--- src/rtl/flappy_pkg.sv ---
// Shared score/display definitions: widths, 7-segment and anode codes,
// and the converter state type.
package flappy_pkg;

   localparam int SCORE_W    = 10;
   localparam int NUM_DIGITS = 4;
   localparam int BCD_W      = 4 * NUM_DIGITS;

   // Cathodes are active-low, ordered {g,f,e,d,c,b,a}.
   localparam logic [6:0] SEG_0     = 7'b1000000;
   localparam logic [6:0] SEG_1     = 7'b1111001;
   localparam logic [6:0] SEG_2     = 7'b0100100;
   localparam logic [6:0] SEG_3     = 7'b0110000;
   localparam logic [6:0] SEG_4     = 7'b0011001;
   localparam logic [6:0] SEG_5     = 7'b0010010;
   localparam logic [6:0] SEG_6     = 7'b0000010;
   localparam logic [6:0] SEG_7     = 7'b1111000;
   localparam logic [6:0] SEG_8     = 7'b0000000;
   localparam logic [6:0] SEG_9     = 7'b0010000;
   localparam logic [6:0] SEG_BLANK = 7'b1111111;

   localparam logic [3:0] AN_DIG0 = 4'b1110;
   localparam logic [3:0] AN_DIG1 = 4'b1101;
   localparam logic [3:0] AN_DIG2 = 4'b1011;
   localparam logic [3:0] AN_DIG3 = 4'b0111;

   typedef enum logic [1:0] {
      CONV_IDLE,
      CONV_SHIFT,
      CONV_COMMIT
   } conv_state_t;

   function automatic logic [6:0] seg_encode(input logic [3:0] nib);
      logic [6:0] code;
      case (nib)
         4'd0:    code = SEG_0;
         4'd1:    code = SEG_1;
         4'd2:    code = SEG_2;
         4'd3:    code = SEG_3;
         4'd4:    code = SEG_4;
         4'd5:    code = SEG_5;
         4'd6:    code = SEG_6;
         4'd7:    code = SEG_7;
         4'd8:    code = SEG_8;
         4'd9:    code = SEG_9;
         default: code = SEG_BLANK;
      endcase
      return code;
   endfunction

   function automatic logic [3:0] an_pattern(input logic [1:0] idx);
      logic [3:0] pat;
      case (idx)
         2'd0:    pat = AN_DIG0;
         2'd1:    pat = AN_DIG1;
         2'd2:    pat = AN_DIG2;
         default: pat = AN_DIG3;
      endcase
      return pat;
   endfunction

endpackage

--- src/rtl/bin2bcd_seq.sv ---
// Multi-cycle double-dabble converter: one add-3/shift step per clock,
// result committed to bcd with a single-cycle done pulse.
module bin2bcd_seq
   import flappy_pkg::*;
(
   input  logic               clk,
   input  logic               clr,
   input  logic               start,
   input  logic [SCORE_W-1:0] bin,
   output logic [BCD_W-1:0]   bcd,
   output logic               done,
   output logic               busy
);

   // state       | meaning
   // CONV_IDLE   | waiting for start; captures bin when start is high
   // CONV_SHIFT  | one add-3 + shift-left step per cycle, SCORE_W steps
   // CONV_COMMIT | copy BCD field to bcd and pulse done

   localparam int SR_W = BCD_W + SCORE_W;

   conv_state_t       state, state_next;
   logic [SR_W-1:0]   sr, sr_next;
   logic [3:0]        cnt, cnt_next;
   logic [BCD_W-1:0]  bcd_next;
   logic              done_next;

   function automatic logic [SR_W-1:0] dabble_step(input logic [SR_W-1:0] v);
      logic [SR_W-1:0] adj;
      adj = v;
      for (int k = 0; k < NUM_DIGITS; k++) begin
         if (adj[SCORE_W + 4*k +: 4] >= 4'd5)
            adj[SCORE_W + 4*k +: 4] = adj[SCORE_W + 4*k +: 4] + 4'd3;
      end
      return {adj[SR_W-2:0], 1'b0};
   endfunction

   always_ff @(posedge clk) begin
      if (clr) begin
         state <= CONV_IDLE;
         sr    <= '0;
         cnt   <= '0;
         bcd   <= '0;
         done  <= 1'b0;
      end else begin
         state <= state_next;
         sr    <= sr_next;
         cnt   <= cnt_next;
         bcd   <= bcd_next;
         done  <= done_next;
      end
   end

   always_comb begin
      state_next = state;
      sr_next    = sr;
      cnt_next   = cnt;
      bcd_next   = bcd;
      done_next  = 1'b0;
      case (state)
         CONV_IDLE: begin
            if (start) begin
               sr_next    = {{BCD_W{1'b0}}, bin};
               cnt_next   = '0;
               state_next = CONV_SHIFT;
            end
         end
         CONV_SHIFT: begin
            sr_next = dabble_step(sr);
            if (cnt == 4'(SCORE_W - 1))
               state_next = CONV_COMMIT;
            else
               cnt_next = cnt + 4'd1;
         end
         CONV_COMMIT: begin
            bcd_next   = sr[SR_W-1:SCORE_W];
            done_next  = 1'b1;
            state_next = CONV_IDLE;
         end
         default: state_next = CONV_IDLE;
      endcase
   end

   assign busy = (state != CONV_IDLE);

endmodule

--- src/rtl/score_display.sv ---
// Score formatter: picks current/highest score, converts on change, and
// scans the four BCD digits onto a common-anode 7-segment display.
module score_display
   import flappy_pkg::*;
#(
   parameter int REFRESH_DIV = 100000,
   parameter int BLANK_LZ    = 1
)(
   input  logic               clk,
   input  logic               clr,
   input  logic [SCORE_W-1:0] current_score,
   input  logic [SCORE_W-1:0] highest_score,
   input  logic               show_high,
   output logic [BCD_W-1:0]   bcd,
   output logic               done,
   output logic               busy,
   output logic [6:0]         seg,
   output logic [3:0]         an,
   output logic               dp
);

   localparam int CNT_W = (REFRESH_DIV > 2) ? $clog2(REFRESH_DIV) : 1;

   logic [SCORE_W-1:0] src, last;
   logic               start;
   logic [CNT_W-1:0]   refresh_cnt;
   logic [1:0]         digit_idx, digit_next;
   logic               wrap;
   logic [3:0]         nib_next;
   logic               blank_next;
   logic [6:0]         seg_next;

   assign src   = show_high ? highest_score : current_score;
   // Source changes while the engine is busy are picked up on its return to idle.
   assign start = !busy && (src != last);

   always_ff @(posedge clk) begin
      if (clr)
         last <= '0;
      else if (start)
         last <= src;
   end

   bin2bcd_seq u_conv (
      .clk   (clk),
      .clr   (clr),
      .start (start),
      .bin   (src),
      .bcd   (bcd),
      .done  (done),
      .busy  (busy)
   );

   assign wrap       = (refresh_cnt == CNT_W'(REFRESH_DIV - 1));
   assign digit_next = digit_idx + 2'd1;

   always_comb begin
      nib_next   = bcd[{digit_next, 2'b00} +: 4];
      blank_next = 1'b0;
      if (BLANK_LZ != 0) begin
         case (digit_next)
            2'd1:    blank_next = (bcd[15:4]  == 12'd0);
            2'd2:    blank_next = (bcd[15:8]  == 8'd0);
            2'd3:    blank_next = (bcd[15:12] == 4'd0);
            default: blank_next = 1'b0;
         endcase
      end
      seg_next = blank_next ? SEG_BLANK : seg_encode(nib_next);
   end

   always_ff @(posedge clk) begin
      if (clr) begin
         refresh_cnt <= '0;
         digit_idx   <= 2'd0;
         an          <= AN_DIG0;
         seg         <= SEG_0;
      end else if (wrap) begin
         refresh_cnt <= '0;
         digit_idx   <= digit_next;
         an          <= an_pattern(digit_next);
         seg         <= seg_next;
      end else begin
         refresh_cnt <= refresh_cnt + CNT_W'(1);
      end
   end

   assign dp = 1'b1;

endmodule

--- config.mk ---
export PLATFORM = sky130hd
export DESIGN_NAME = score_display
export DESIGN_NICKNAME = d
export VERILOG_FILES = /design/src/rtl/flappy_pkg.sv /design/src/rtl/bin2bcd_seq.sv /design/src/rtl/score_display.sv
export SDC_FILE = /design/constraint.sdc
export NUM_CORES = 1
export LEC_CHECK = 0
export CAP_MARGIN = 20
export CORE_ASPECT_RATIO = 1.25
export CORE_UTILIZATION = 53
export CTS_CLUSTER_DIAMETER = 120
export DETAILED_ROUTE_END_ITERATION = 8
export PLACE_DENSITY = 0.77
export RECOVER_POWER = 25
export SETUP_SLACK_MARGIN = 0.15
export SYNTH_ARGS = -nofsm -noshare
export SYNTH_HDL_FRONTEND = slang
export SYNTH_SLANG_ARGS = --single-unit
--- constraint.sdc ---
create_clock -name clk -period 4.9 [get_ports clk]
set_input_delay 0.98 -clock clk [delete_from_list [all_inputs] [get_ports clk]]
set_output_delay 0.98 -clock clk [all_outputs]
set_load 0.02 [all_outputs]
==> impl_metrics.py, run 1 <==
metrics = {
    "synthesis": {
        "synthFlopType": "dfxtp_1",
        "ys_warn_count": 0,
        "yosysMostFrequentCell": "dfxtp_1",
        "syn_avg_cell_area_um2": 8.81,
        "syn-cell-area_um2": 4280,
        "synthesis.nets": 533,
        "synth_edf_count": 0,
        "synthDistinctLibCells": 45,
        "yosysSeqAreaShare_pct": 41.6,
        "syn_inst": 486,
        "yosysTopAreaCell": "dfxtp_1",
        "synth_top_area_share_pct": 41.6,
        "synth_seq_cells": 89,
        "async_flop_share_pct": 0,
        "yosys-top-cells-area": "dfxtp_1, ha_1, nor2_1",
        "synthTopCellsByCount": "dfxtp_1, nor2_1, nand2_1",
    },
    "job": {
        "drv_cap": 1,
    },
    "critical_path": {
        "cp-start-kind": "primary input",
        "cp_slowest_stage_delay_ns": 0.91,
        "crit_slowest_cell": "clkdlybuf4s50_1",
        "worstSetupEndpointType": "flop",
        "cp_cell_sequence": "clkdlybuf4s50_1, mux2i_2, xnor2_1, nor4_2, a41oi_2, nor2_2, a22o_1",
        "cp.required_ns": 5.21,
        "cp.arrival_ns": 3.90,
        "crit_type": "primary input to flop",
        "cp_max_fo": 13,
    },
    "pwr": {
        "p_leak_nw": 1.85,
        "powerDensity_nw_per_um2": 277,
        "ir_drop_v": 0.000234,
    },
    "layout": {
        "nFillCells": 680,
        "drive_gt1_share_pct": 6.54,
        "fin_nets": 577,
        "antenna-diode-count": 0,
        "area_delta_synth_final_pct": 17.5,
    },
    "timing": {
        "maxSlewHeadroom_pct": -68.7,
        "skew_ns": 0.0135,
        "hold_ws_ns": 0.473,
        "rsz0062_at_grt": "no",
        "finalSetupViolations": 0,
        "tightest_slew_ns": 2.53,
        "drv_slew": 59,
        "fin_crit_ns": 3.59,
        "fin_setup_tns_ns": 0,
        "period_share_pct": 73.2,
        "fmax_mhz": 279,
        "final_hold_viol_count": 0,
    },
    "route": {
        "drt_iter0_drc": 192,
        "remaining_drc_errors": 0,
        "routed-via-count": 3477,
        "totalWireLength_mm": 8.71,
        "postRouteAntennaNets": 0,
        "wl_per_cell_um": 13.8,
        "dr.pass1.iters": 5,
        "vias_per_cell": 5.52,
    },
    "clocking": {
        "cts_tree": "yes",
        "cts.clk_slew.worst_paths_ns": 0.09,
        "h-tree-depth": 3,
        "clockBufferDepth": 2,
        "cts_hold_buf": 0,
        "clock_latency_ns": 0.36,
        "numClockSinks": 89,
        "cts_resized": 0,
        "post_cts_buffers": 0,
        "root_buffer": "clkbuf_8",
        "cts_buffers": 9,
    },
    "floorplanning": {
        "ios": 53,
        "dieHeight_um": 102,
        "start_util_pct": 54.9,
        "rows": 36,
        "die_w_um": 82.4,
        "coreArea_um2": 7790,
        "dieArea_um2": 8440,
    },
    "status": {
        "run_status": "complete, but fails checks",
        "violations": "max-capacitance violations, max-slew violations",
    },
    "hold_path": {
        "hp-class": "flop to flop",
    },
    "global_route": {
        "first_global_vias": 3160,
        "grt_antenna_before_repair": 0,
        "grt_max_degree": 59,
        "grt_pass1_wl_mm": 14.4,
        "grt_use_total_pct": 22.3,
        "grt_overflow": 0,
    },
    "placement": {
        "routabilityCongestion": 0.845,
        "hpwl_mm": 6.20,
        "port_buffers": 51,
    },
}
critical path, delay by kind of cell:
family | cells | cell delay, ns
AND/OR/NAND/NOR | 2 | 0.98
XOR/XNOR | 1 | 0.11
multiplexers | 1 | 0.33
buffers and inverters | 1 | 0.91
AO/OA/AOI/OAI | 2 | 0.57
final timing paths:
path | startpoint | end | slack (ns) | depth (start not counted)
hold / removal | refresh_cnt[0] | refresh_cnt[0] | 0.47 | 1
hold reg to reg | refresh_cnt[0] | refresh_cnt[0] | 0.47 | 1
setup / recovery | show_high | u_conv.sr[16] | 1.31 | 7
setup reg to reg | digit_idx[0] | seg[1] | 1.99 | 7
state kept, by name (all words and copies together), names as in the netlist:
register      count
an                4
u_conv.bcd       16
u_conv.cnt        4
u_conv.state      2
u_conv.sr        26
seg               7
refresh_cnt      17
digit_idx         2
u_conv.done       1
last             10
cell type report:
cell class	instances	area [µm²]	area share [%]
clock inverter	6	65.1	1.29
tap	95	119	2.36
multi-input combinational	352	2310	45.9
timing repair buffer	54	528	10.5
sequential	89	1780	35.4
inverter	24	90.1	1.79
clock buffer	10	138	2.74
cells in the final DEF, fill, tap and decap left out, types with 10 or more instances in the layout:
cell	instances
o21ai_0	17
clkbuf_8	10
dfxtp_1	89
a22o_1	13
inv_1	24
clkdlybuf4s50_1	47
ha_1	24
nand2b_1	11
xnor2_1	24
nor2_1	59
a21oi_1	37
nor3_1	18
nand2_1	56
where the power goes:
part / internal (W) / switching, W / leakage (nW)
Combinational: 0.0000563 / 0.0000607 / 1.02
Sequential: 0.000743 / 0.0000159 / 0.723
Clock: 0.000252 / 0.000266 / 0.103
Total: 0.00105 / 0.000343 / 1.85
routing by layer:
metal | global-route usage (%) | part of all wire (%) | vias to the layer above
li1 | - | - | 1754
met1 | 27.2 | 44 | 1618
met2 | 38.3 | 50 | 93
met3 | 4.38 | 4.1 | 12
met4 | 8.77 | 1.8 | 0
met5 | 0 | 0 | -
logic make-up (layout without fill, tap and decap cells):
group	after synthesis	in the layout	synth area share (%)
buffers and inverters	45	94	4.47
DFF	89	89	41.6
AOI/OAI and AO/OA	101	101	16.1
other	1	1	0.0876
and+or+nand+nor	178	178	19.1
adders and majority gates	24	24	7.02
xor gates and xnor gates	33	33	6.75
muxes	15	15	4.85
stage by stage:
| stage | cell area, µm² | total power (W) | cells | utilization [%] | worst slack, ns |
|---|---|---|---|---|---|
| floorplan | 4280 | 0.000855 | 486 | - | 2.22 |
| global placement | 4810 | 0.000887 | 612 | 61.7 | 0.946 |
| detailed placement | 4810 | 0.000890 | 612 | 61.7 | 0.865 |
| CTS | 5010 | 0.00141 | 628 | 64.3 | 1.21 |
| global route | 5030 | 0.00145 | 630 | 64.5 | 1.10 |
| finish | 5030 | 0.00139 | 630 | 64.5 | 1.31 |
Power figures use the tool's default switching activity.
==> inputs of run 2 (changes only) <==
CORE_UTILIZATION = 50   (was 53)
PLACE_DENSITY = 0.76   (was 0.77)
clock period = 3.1 ns   (was 4.9 ns; I/O delays follow)
==> impl_metrics.py, run 2 (same netlist as run 1, synthesis figures left out) <==
metrics = {
    "status": {
        "run_status": "complete, but fails checks",
        "violations": "design-rule violations",
    },
    "timing": {
        "tightest_slew_ns": 0.932,
        "maxSlewHeadroom_pct": 37.9,
        "final_hold_viol_count": 0,
        "skew_ns": 0.0100,
        "setup_slack_ns": 0.377,
        "fin_crit_ns": 2.72,
        "fmax_mhz": 367,
        "period_share_pct": 87.8,
        "fin_setup_tns_ns": 0,
        "rsz0062_at_grt": "no",
        "finalSetupViolations": 0,
        "drv_slew": 0,
    },
    "layout": {
        "final_cell_mix": "dfxtp_1, nor2_1, nand2_1, clkdlybuf4s50_1, a21oi_1",
        "layout_commonest_cell": "dfxtp_1",
        "instances_no_fill": 645,
        "finalInstanceArea_um2": 5140,
        "reg.largest.list": "u_conv.sr: 26 flops, refresh_cnt: 17 flops, u_conv.bcd: 16 flops",
        "area_delta_synth_final_pct": 20.0,
        "drive_gt1_share_pct": 8.58,
        "antenna-diode-count": 0,
        "fin_nets": 590,
        "utilization_pct": 62.0,
        "largest_register_ffs": 26,
        "largest-register": "u_conv.sr",
    },
    "clocking": {
        "cts_resized": 0,
        "numClockSinks": 89,
        "cts_tree": "yes",
        "clock_latency_ns": 0.36,
        "root_buffer": "clkbuf_8",
        "post_cts_buffers": 0,
        "cts_buffers": 9,
        "h-tree-depth": 3,
        "cts_hold_buf": 0,
        "clockBufferDepth": 2,
        "cts.clk_slew.worst_paths_ns": 0.09,
    },
    "global_route": {
        "grt_antenna_before_repair": 0,
        "grt_busiest_layer": "met2",
        "grt.met2_usage_pct": 37.8,
        "grt_max_degree": 41,
        "grt_overflow": 0,
        "first_global_vias": 3498,
        "grtUsageMet1_pct": 26.4,
        "met3_usage_pct": 3.68,
        "grt_pass1_wl_mm": 16.0,
        "grt_use_total_pct": 22.4,
    },
    "critical_path": {
        "r2r_end": "seg[3]",
        "worstSetupEndpointType": "flop",
        "cp-start-kind": "primary input",
        "reg2reg_depth": 9,
        "cp.required_ns": 3.35,
        "cp.arrival_ns": 2.97,
        "worstReg2RegStart": "digit_idx[1]",
        "cp_max_fo": 15,
        "crit_type": "primary input to flop",
        "r2r_slack_ns": 0.44,
    },
    "placement": {
        "pre_cts_slack_ns": -0.00146,
        "dpl-instance-area_um2": 4940,
        "dp_cells": 628,
        "hpwl_mm": 6.63,
        "port_buffers": 51,
        "routabilityCongestion": 0.874,
    },
    "pwr": {
        "p_leak_nw": 1.93,
        "powerDensity_nw_per_um2": 420,
        "ir_drop_v": 0.000209,
    },
    "route": {
        "drt_iter0_drc": 197,
        "postRouteAntennaNets": 0,
        "totalWireLength_mm": 9.20,
        "remaining_drc_errors": 7,
        "vias_per_cell": 5.51,
        "wl_per_cell_um": 14.3,
        "routed-via-count": 3551,
        "dr.pass1.iters": 7,
    },
    "hold_path": {
        "hp-class": "flop to flop",
        "min_to": "refresh_cnt[0]",
        "holdPathStages": 1,
        "hold_path_startpoint": "refresh_cnt[0]",
    },
    "floorplanning": {
        "coreArea_um2": 8290,
        "ios": 53,
        "rows": 37,
        "dieArea_um2": 8940,
        "dieHeight_um": 105,
        "start_util_pct": 51.7,
        "die_w_um": 84.8,
    },
    "job": {
        "drv_cap": 0,
    },
}
[run 2: layer usage]
| layer | up-vias | wire length (µm) |
|---|---|---|
| li1 | 1792 | - |
| met4 | 0 | 339 |
| met5 | - | 0 |
| met3 | 22 | 328 |
| met2 | 90 | 4610 |
| met1 | 1647 | 3930 |
[run 2: power breakdown]
part	total (W)	switching, W	internal (W)	leakage, nW
registers	0.00120	0.0000258	0.00117	0.723
clock network	0.000757	0.000418	0.000339	0.0959
logic	0.000200	0.000100	0.0000999	1.11
[run 2: final cells by class]
class / count / area (µm²)
Clock buffer: 11 / 151
Clock inverter: 5 / 38.8
Fill cell: 717 / 3150
Inverter: 24 / 90.1
Multi-Input combinational cell: 352 / 2300
Sequential cell: 89 / 1780
Tap cell: 97 / 121
Timing Repair Buffer: 67 / 649
[run 2: how the worst max path moves through the flow]
stage	startpoint	endpoint	slack (ns)	cells past startpoint
final	show_high	u_conv.sr[5]	0.38	8
after global routing	show_high	u_conv.sr[5]	0.20	8
after CTS	show_high	u_conv.sr[5]	0.36	8
after detailed placement	show_high	u_conv.sr[5]	-0.001	8
after global placement	show_high	u_conv.sr[5]	0.08	8
after floorplan	digit_idx[0]	seg[3]	0.47	10
[run 2: per-stage QoR]
step                total power (W)  hold slack [ns]
floorplan                   0.00135            0.430
global placement            0.00142            0.444
detailed placement          0.00143            0.457
CTS                         0.00218            0.478
global route                0.00225            0.503
finish                      0.00216            0.471
[run 2: critical path, cell delays in order]
cell and delay, ns:
clkdlybuf4s50_1 0.51, buf_12 0.15, mux2i_1 0.30, xnor2_1 0.12, nor4_2 0.33, a31oi_2 0.33, buf_4 0.25, a2111oi_2 0.35
